<file path="src/rtl/instr_loader.sv">
// instr_loader: UART 8N1 program loader that writes big-endian words into instruction memory
// and holds the CPU in reset until the frame completes. Define LOADER_CHECKSUM_EN for a trailing checksum byte.
module instr_loader #(
  parameter int unsigned CLKS_PER_BIT = 16,
  parameter int unsigned ADDR_W       = 8
) (
  input  logic              clk,
  input  logic              reset,
  input  logic              rx,
  output logic              imem_we,
  output logic [ADDR_W-1:0] imem_addr,
  output logic [31:0]       imem_wdata,
  output logic              cpu_hold,
  output logic              done,
`ifdef LOADER_CHECKSUM_EN
  output logic              chk_err,
`endif
  output logic              frame_err
);
  localparam int unsigned CNT_W = $clog2(CLKS_PER_BIT);

  typedef enum logic [1:0] {R_IDLE, R_START, R_DATA, R_STOP} rx_state_t;
  typedef enum logic [2:0] {L_HDR_HI, L_HDR_LO, L_WORD, L_CHK, L_DONE} ld_state_t;

  logic              rx_s1, rx_s2, rx_d;
  rx_state_t         rx_state, rx_state_n;
  logic [CNT_W-1:0]  cnt, cnt_n;
  logic [2:0]        bit_idx, bit_idx_n;
  logic [7:0]        shreg, shreg_n;
  logic              byte_valid_c, stop_bad_c;

  ld_state_t         ld_state, ld_state_n;
  logic [15:0]       nwords, nwords_n, widx, widx_n, hdr_n_c;
  logic [1:0]        bidx, bidx_n;
  logic [23:0]       wbuf, wbuf_n;
  logic              we_n, done_n, ferr_n, in_range_c;
  logic [ADDR_W-1:0] addr_n;
  logic [31:0]       wdata_n;
`ifdef LOADER_CHECKSUM_EN
  logic [7:0]        sum, sum_n;
  logic              chk_err_n;
`endif

  // Synchronizer plus one edge-detect stage, all idle-high
  always_ff @(posedge clk or negedge reset) begin
    if (!reset) begin
      rx_s1 <= 1'b1;
      rx_s2 <= 1'b1;
      rx_d  <= 1'b1;
    end else begin
      rx_s1 <= rx;
      rx_s2 <= rx_s1;
      rx_d  <= rx_s2;
    end
  end

  always_ff @(posedge clk or negedge reset) begin
    if (!reset) begin
      rx_state <= R_IDLE;
      cnt      <= '0;
      bit_idx  <= '0;
      shreg    <= '0;
    end else begin
      rx_state <= rx_state_n;
      cnt      <= cnt_n;
      bit_idx  <= bit_idx_n;
      shreg    <= shreg_n;
    end
  end

  always_comb begin
    rx_state_n   = rx_state;
    cnt_n        = cnt;
    bit_idx_n    = bit_idx;
    shreg_n      = shreg;
    byte_valid_c = 1'b0;
    stop_bad_c   = 1'b0;
    unique case (rx_state)
      R_IDLE: begin
        cnt_n = '0;
        if (rx_d && !rx_s2) rx_state_n = R_START;
      end
      R_START: begin
        cnt_n = cnt + CNT_W'(1);
        if (cnt == CNT_W'(CLKS_PER_BIT / 2 - 1)) begin
          cnt_n      = '0;
          bit_idx_n  = '0;
          rx_state_n = rx_s2 ? R_IDLE : R_DATA;
        end
      end
      R_DATA: begin
        cnt_n = cnt + CNT_W'(1);
        if (cnt == CNT_W'(CLKS_PER_BIT - 1)) begin
          cnt_n     = '0;
          shreg_n   = {rx_s2, shreg[7:1]};
          bit_idx_n = bit_idx + 3'd1;
          if (bit_idx == 3'd7) rx_state_n = R_STOP;
        end
      end
      R_STOP: begin
        cnt_n = cnt + CNT_W'(1);
        if (cnt == CNT_W'(CLKS_PER_BIT - 1)) begin
          cnt_n        = '0;
          byte_valid_c = rx_s2;
          stop_bad_c   = !rx_s2;
          rx_state_n   = R_IDLE;
        end
      end
    endcase
  end

  assign hdr_n_c    = {nwords[15:8], shreg};
  assign in_range_c = 32'(widx) < (32'd1 << ADDR_W);

  always_ff @(posedge clk or negedge reset) begin
    if (!reset) begin
      ld_state   <= L_HDR_HI;
      nwords     <= '0;
      widx       <= '0;
      bidx       <= '0;
      wbuf       <= '0;
      imem_we    <= 1'b0;
      imem_addr  <= '0;
      imem_wdata <= '0;
      cpu_hold   <= 1'b1;
      done       <= 1'b0;
      frame_err  <= 1'b0;
`ifdef LOADER_CHECKSUM_EN
      sum        <= '0;
      chk_err    <= 1'b0;
`endif
    end else begin
      ld_state   <= ld_state_n;
      nwords     <= nwords_n;
      widx       <= widx_n;
      bidx       <= bidx_n;
      wbuf       <= wbuf_n;
      imem_we    <= we_n;
      imem_addr  <= addr_n;
      imem_wdata <= wdata_n;
      cpu_hold   <= !done_n;
      done       <= done_n;
      frame_err  <= ferr_n;
`ifdef LOADER_CHECKSUM_EN
      sum        <= sum_n;
      chk_err    <= chk_err_n;
`endif
    end
  end

  always_comb begin
    ld_state_n = ld_state;
    nwords_n   = nwords;
    widx_n     = widx;
    bidx_n     = bidx;
    wbuf_n     = wbuf;
    we_n       = 1'b0;
    addr_n     = imem_addr;
    wdata_n    = imem_wdata;
    done_n     = done;
    ferr_n     = frame_err | stop_bad_c;
`ifdef LOADER_CHECKSUM_EN
    sum_n      = sum;
    chk_err_n  = chk_err;
`endif
    unique case (ld_state)
      L_HDR_HI: if (byte_valid_c) begin
        nwords_n   = {shreg, 8'h00};
        ld_state_n = L_HDR_LO;
      end
      L_HDR_LO: if (byte_valid_c) begin
        nwords_n = hdr_n_c;
        widx_n   = '0;
        bidx_n   = '0;
`ifdef LOADER_CHECKSUM_EN
        sum_n      = '0;
        ld_state_n = (hdr_n_c == 16'd0) ? L_CHK : L_WORD;
`else
        ld_state_n = (hdr_n_c == 16'd0) ? L_DONE : L_WORD;
        done_n     = (hdr_n_c == 16'd0);
`endif
      end
      // Frame end is seen the cycle after the last word's strobe
      L_WORD: begin
        if (widx == nwords) begin
`ifdef LOADER_CHECKSUM_EN
          ld_state_n = L_CHK;
`else
          ld_state_n = L_DONE;
          done_n     = 1'b1;
`endif
        end else if (byte_valid_c) begin
          wbuf_n = {wbuf[15:0], shreg};
          bidx_n = bidx + 2'd1;
`ifdef LOADER_CHECKSUM_EN
          sum_n  = sum + shreg;
`endif
          if (bidx == 2'd3) begin
            widx_n = widx + 16'd1;
            if (in_range_c) begin
              we_n    = 1'b1;
              addr_n  = ADDR_W'(widx);
              wdata_n = {wbuf, shreg};
            end
          end
        end
      end
      L_CHK: begin
`ifdef LOADER_CHECKSUM_EN
        if (byte_valid_c) begin
          if (shreg == sum) begin
            ld_state_n = L_DONE;
            done_n     = 1'b1;
          end else begin
            ld_state_n = L_HDR_HI;
            chk_err_n  = 1'b1;
          end
        end
`else
        ld_state_n = L_HDR_HI;
`endif
      end
      L_DONE: ;
      default: ld_state_n = L_HDR_HI;
    endcase
    // A bad stop bit restarts the session unless the load already finished
    if (stop_bad_c && ld_state != L_DONE) begin
      ld_state_n = L_HDR_HI;
      widx_n     = '0;
      bidx_n     = '0;
    end
  end
endmodule

</file>
<file path="config.mk">
export PLATFORM = sky130hd
export DESIGN_NAME = instr_loader
export DESIGN_NICKNAME = d
export VERILOG_FILES = /design/src/rtl/instr_loader.sv
export SDC_FILE = /design/constraint.sdc
export NUM_CORES = 1
export LEC_CHECK = 0
export ABC_AREA = 1
export CAP_MARGIN = 20
export CORE_ASPECT_RATIO = 1.5
export CORE_MARGIN = 4
export CORE_UTILIZATION = 40
export DETAILED_ROUTE_END_ITERATION = 12
export DONT_BUFFER_PORTS = 1
export RECOVER_POWER = 100
export SYNTH_ARGS = -nofsm -noshare
export SYNTH_HDL_FRONTEND = slang
export SYNTH_SLANG_ARGS = --single-unit
export TNS_END_PERCENT = 1
</file>
<file path="constraint.sdc">
create_clock -name clk -period 5.4 [get_ports clk]
set_input_delay 0.81 -clock clk [delete_from_list [all_inputs] [get_ports clk]]
set_output_delay 0.81 -clock clk [all_outputs]
set_load 0.05 [all_outputs]
</file>
==> results <==
- The synthesized netlist contains 39 unique library cells.
- In the post-synthesis netlist, the biggest area contributors are sky130_fd_sc_hd__dfrtp_1 54%, sky130_fd_sc_hd__nand2_1 15%, sky130_fd_sc_hd__o21ai_0 6.8%, sky130_fd_sc_hd__inv_1 5.3%, sky130_fd_sc_hd__nand3_1 2.8%.
- The post-route netlist has a little under 6% of its cells at a drive strength greater than 1.
- After synthesis, the largest family of logic cells by area is simple AND/OR/NAND/NOR gates.
- The share of cell area taken by muxes after synthesis is 0%.
- The data arrival at the endpoint of the critical path is between 3000 and 4000 ps.
- TritonCTS built the clock tree.
- The violation count after the first detailed-route iteration is 309.
- 47 I/O pins were placed.
- The die covers 0.0161 mm2.
- Global routing used 16.0% of the available tracks.
- The achievable frequency is just over 0.3 GHz.
- The number of synthesized register bits is around 130.
- The flow ran to the end, but the final reports show violations.
- The floorplan has between 50 and 60 rows.
- Synthesis produced 668 cells.
- The final layout contains just under 700 nets.
- The minimum clock period is 3240 ps.
- STA classifies the critical path endpoint as a flop.
- The xor/xnor share of the synthesized area is 0.156%.
- Before antenna repair, the detailed router went through 5 iterations.
- The number of antenna violations at the first check in global routing is 0.
- The longest individual stage delay on the worst path is between 1000 and 1500 ps.
- Once detail routing completed, the nets flagged for antenna violations numbered 0.
- The routability congestion estimate from global placement is 0.829.
- The number of buffers and inverters on the critical path is 2.
- The number of H-tree levels is 4.
- Post-CTS timing repair inserted 0 buffers for setup.
- Relative to the synthesized area, the layout overhead comes to 11.3%.
- For the pin with the worst max-slew slack, the measured transition is ~1900 ps.
- The final reports fail on capacitance limit, slew limit.
- Setup repair after global routing left no endpoint under its margin.
- After layout, the worst path uses about 60% of the clock period.
- After detailed placement, the total cell area comes to around 0.0057 mm2.
- Clock latency on the worst-skew pair, taken at its later pin, is slightly above 400 ps.
- The worst pin sits at a relative slew slack of -25.7%.
- The share of the Yosys chip area taken by registers is a little under three fifths.
- The total via count in the routed design is roughly 4.3k.
- The critical path goes through inv_1 > nand2_1 > nand2_1 > nor2_1 > nand2_1 > nor2_1 > nand2_1 > nand3_1 > clkbuf_1 > o21ai_0.
- No sink is reached through more buffers than the 2 on the longest clock path.
- The worst clock skew is ~7.7 ps.
- The count of cells resized by post-cts repair is 0.
- The number of buffers created by CTS is 17.
- Yosys mapped a number of flops with a built-in enable equal to 0.
- STA classifies the critical path startpoint as a flop.
- The finished cells cover 0.00626 mm2.
- The horizontal die dimension is between 100 and 150 um.
- The kind of cell adding the most delay to the critical path is buffers and inverters.
- The via count of the first global-routing pass is 4239.
- The sum of net half-perimeters after detailed placement is around 8600 um.
- The height of the die is about 150 um.
- The simple-gate share of the synthesized area is between 20 and 25%.
- The Yosys step of the flow raised 0 warnings.
- The tree is rooted in a sky130_fd_sc_hd__clkbuf_16.
- The summed instance area of the synthesized netlist is roughly 0.0056 mm2.
- The via-per-instance ratio is 5.08.
- Among the stages of the critical path, the cell type that occurs most often is sky130_fd_sc_hd__nand2_1.
- In the synthesized netlist the dominant register cell turns out to be sky130_fd_sc_hd__dfrtp_1.
- Port buffering added 0 buffers.
- The power density of the placed cells is 358 mW/mm2.
- The worst hold-check path type is input port to async pin.
- Once the floorplan was initialized, standard cells occupied 41.2% of the core.
- The area of the placeable core is ~0.014 mm2.
- The number of endpoints failing setup at the final stage is 0.
- After detailed routing, the number of remaining DRC violations is 0.
- The first global-routing pass estimated about 21000 um of wire.
- Of all nets on the critical path, the largest fanout is 50.
- The final hold violation count was 0.
- The standard cell with the maximum stage delay on the critical path is sky130_fd_sc_hd__clkbuf_1.
- The count of final max-slew check failures is approximately 50.
- Counting instances in the post-synthesis netlist gives the leading cell types as 224 x sky130_fd_sc_hd__nand2_1, 121 x sky130_fd_sc_hd__dfrtp_1, 79 x sky130_fd_sc_hd__inv_1.
- The CTS sink count is approximately 130.
- Entering global routing, the biggest net connects approximately 130 pins.
- The final sum of negative setup slack is 0 ps.
- The dominant cell type by area after synthesis is sky130_fd_sc_hd__dfrtp_1.
- Clock-pin slew was measured on the worst setup and hold paths at ~60 ps.
- The aggregate routed wire length is approximately 12000 um.
- The synthesized-area fraction occupied by ao, oa, aoi and oai cells is a little under an eighth.
- The final antenna diode count is 0.
- After detailed routing, the average wire length per cell comes to approximately 14 um.
- The tool flagged a number of max-cap violations equal to 1.
- The arithmetic-cell share of the synthesized area counting full adders, half adders and majority gates is 1.11%.
- The global route total overflow is 0.
- When the netlist entered floorplanning its net count stood at 676.
- The endpoint required time on the critical path is between 5000 and 6000 ps.
- The most common cell in the synthesized netlist is sky130_fd_sc_hd__nand2_1.
- Of all flip-flops after synthesis, the portion carrying an async set or reset was 100%.
- The average instance area after synthesis is ~8.4 um2.
- The count of hold buffers inserted by post-cts repair is 0.
- Summed over all cells, the static leakage comes to just under 3 nW.
- In this run the biggest area consumer among cell types represents between 50% and 60% of the synthesized area.
- The worst-case IR drop observed on VDD is around 0.22 mV.
- The critical path is of the flop to flop type.
-- cell type report --
type                            count  area, um2
Fill cell                        1360       7400
Sequential cell                   125       3130
Multi-Input combinational cell    442       2000
Clock buffer                       17        425
Inverter                           81        304
Tap cell                          162        203
Clock inverter                     15        198
Timing Repair Buffer                1       3.75
-- kinds of logic (layout without fill, tap and decap cells) --
family,after synthesis,count (layout)
buf+inv,101,114
xor+xnor,1,1
simple gates,321,321
fa+ha+maj,5,5
flops,125,125
compound gates,115,115
-- layer usage --
layer | track usage (%) | wire length [um] | up-vias
met5 | 0 | 0 | -
met4 | 5.75 | 223 | 0
met3 | 4.01 | 620 | 21
met2 | 28.6 | 6450 | 100
met1 | 18.5 | 4890 | 2024
li1 | - | - | 2140
-- power by group --
group          total [mW]  switching (mW)  internal, mW  leakage (nW)
clock network        1.18           0.471         0.708         0.303
logic              0.0874          0.0572        0.0302         0.918
registers           0.975          0.0182         0.957          1.72
-- sequential cells by signal, summed over array words and instances (netlist names), named ones only --
register and flops:
rx_state 1, rx_s1 1, nwords 16, bidx 2
rx_d 1, frame_err 1, imem_addr 8, imem_we 1
cnt 4, ld_state 3, cpu_hold 1, bit_idx 3
wbuf 24, rx_s2 1, widx 16, shreg 8
imem_wdata 32
-- placed cells by master (no fill, tap or decap), types with 2 or more instances in the layout --
master | netlist | final
sky130_fd_sc_hd__o22ai_1 | 8 | 8
sky130_fd_sc_hd__nand2_2 | 2 | 2
sky130_fd_sc_hd__o211ai_1 | 2 | 2
sky130_fd_sc_hd__nand2_1 | 224 | 224
sky130_fd_sc_hd__clkbuf_16 | 0 | 17
sky130_fd_sc_hd__inv_6 | 0 | 5
sky130_fd_sc_hd__or2_2 | 2 | 2
sky130_fd_sc_hd__inv_8 | 0 | 4
sky130_fd_sc_hd__nor2_1 | 34 | 36
sky130_fd_sc_hd__o21ai_0 | 76 | 97
sky130_fd_sc_hd__dfstp_2 | 4 | 2
sky130_fd_sc_hd__bufinv_16 | 0 | 2
sky130_fd_sc_hd__nand3_1 | 32 | 34
sky130_fd_sc_hd__nand4_1 | 10 | 10
sky130_fd_sc_hd__inv_1 | 79 | 81
sky130_fd_sc_hd__dfstp_1 | 0 | 2
sky130_fd_sc_hd__ha_1 | 5 | 5
sky130_fd_sc_hd__nor3_1 | 7 | 8
sky130_fd_sc_hd__a21oi_1 | 1 | 2
sky130_fd_sc_hd__clkinv_8 | 0 | 2
sky130_fd_sc_hd__dfrtp_1 | 121 | 121
-- worst paths after layout --
check,cells past startpoint,startpoint,to,slack [ps]
setup / recovery,10,widx[3]$_DFFE_PN0P_,wbuf[4]$_DFFE_PN0P_,2160
hold / removal,0,reset,imem_wdata[27]$_DFFE_PN0P_,90
setup reg to reg,10,widx[3]$_DFFE_PN0P_,wbuf[4]$_DFFE_PN0P_,2160
hold reg to reg,0,rx_s1$_DFF_PN1_,rx_s2$_DFF_PN1_,360
max in group asynchronous,0,reset,cpu_hold$_DFF_PN1_,5080
min in group clk,0,rx_s1$_DFF_PN1_,rx_s2$_DFF_PN1_,360
-- through the flow --
step	total power [mW]	std cells	hold slack, ps	worst slack [ps]	util, %
6_report	2.24	843	93.9	2160	45.9
2_1_floorplan	1.06	668	345	3660	-
5_1_grt	2.34	843	65.6	1670	45.9
4_1_cts	2.27	843	74.7	2800	46.5
3_5_place_dp	1.08	811	348	2820	41.9
3_3_place_gp	1.08	811	348	2880	41.9
Power figures use the tool's default switching activity.
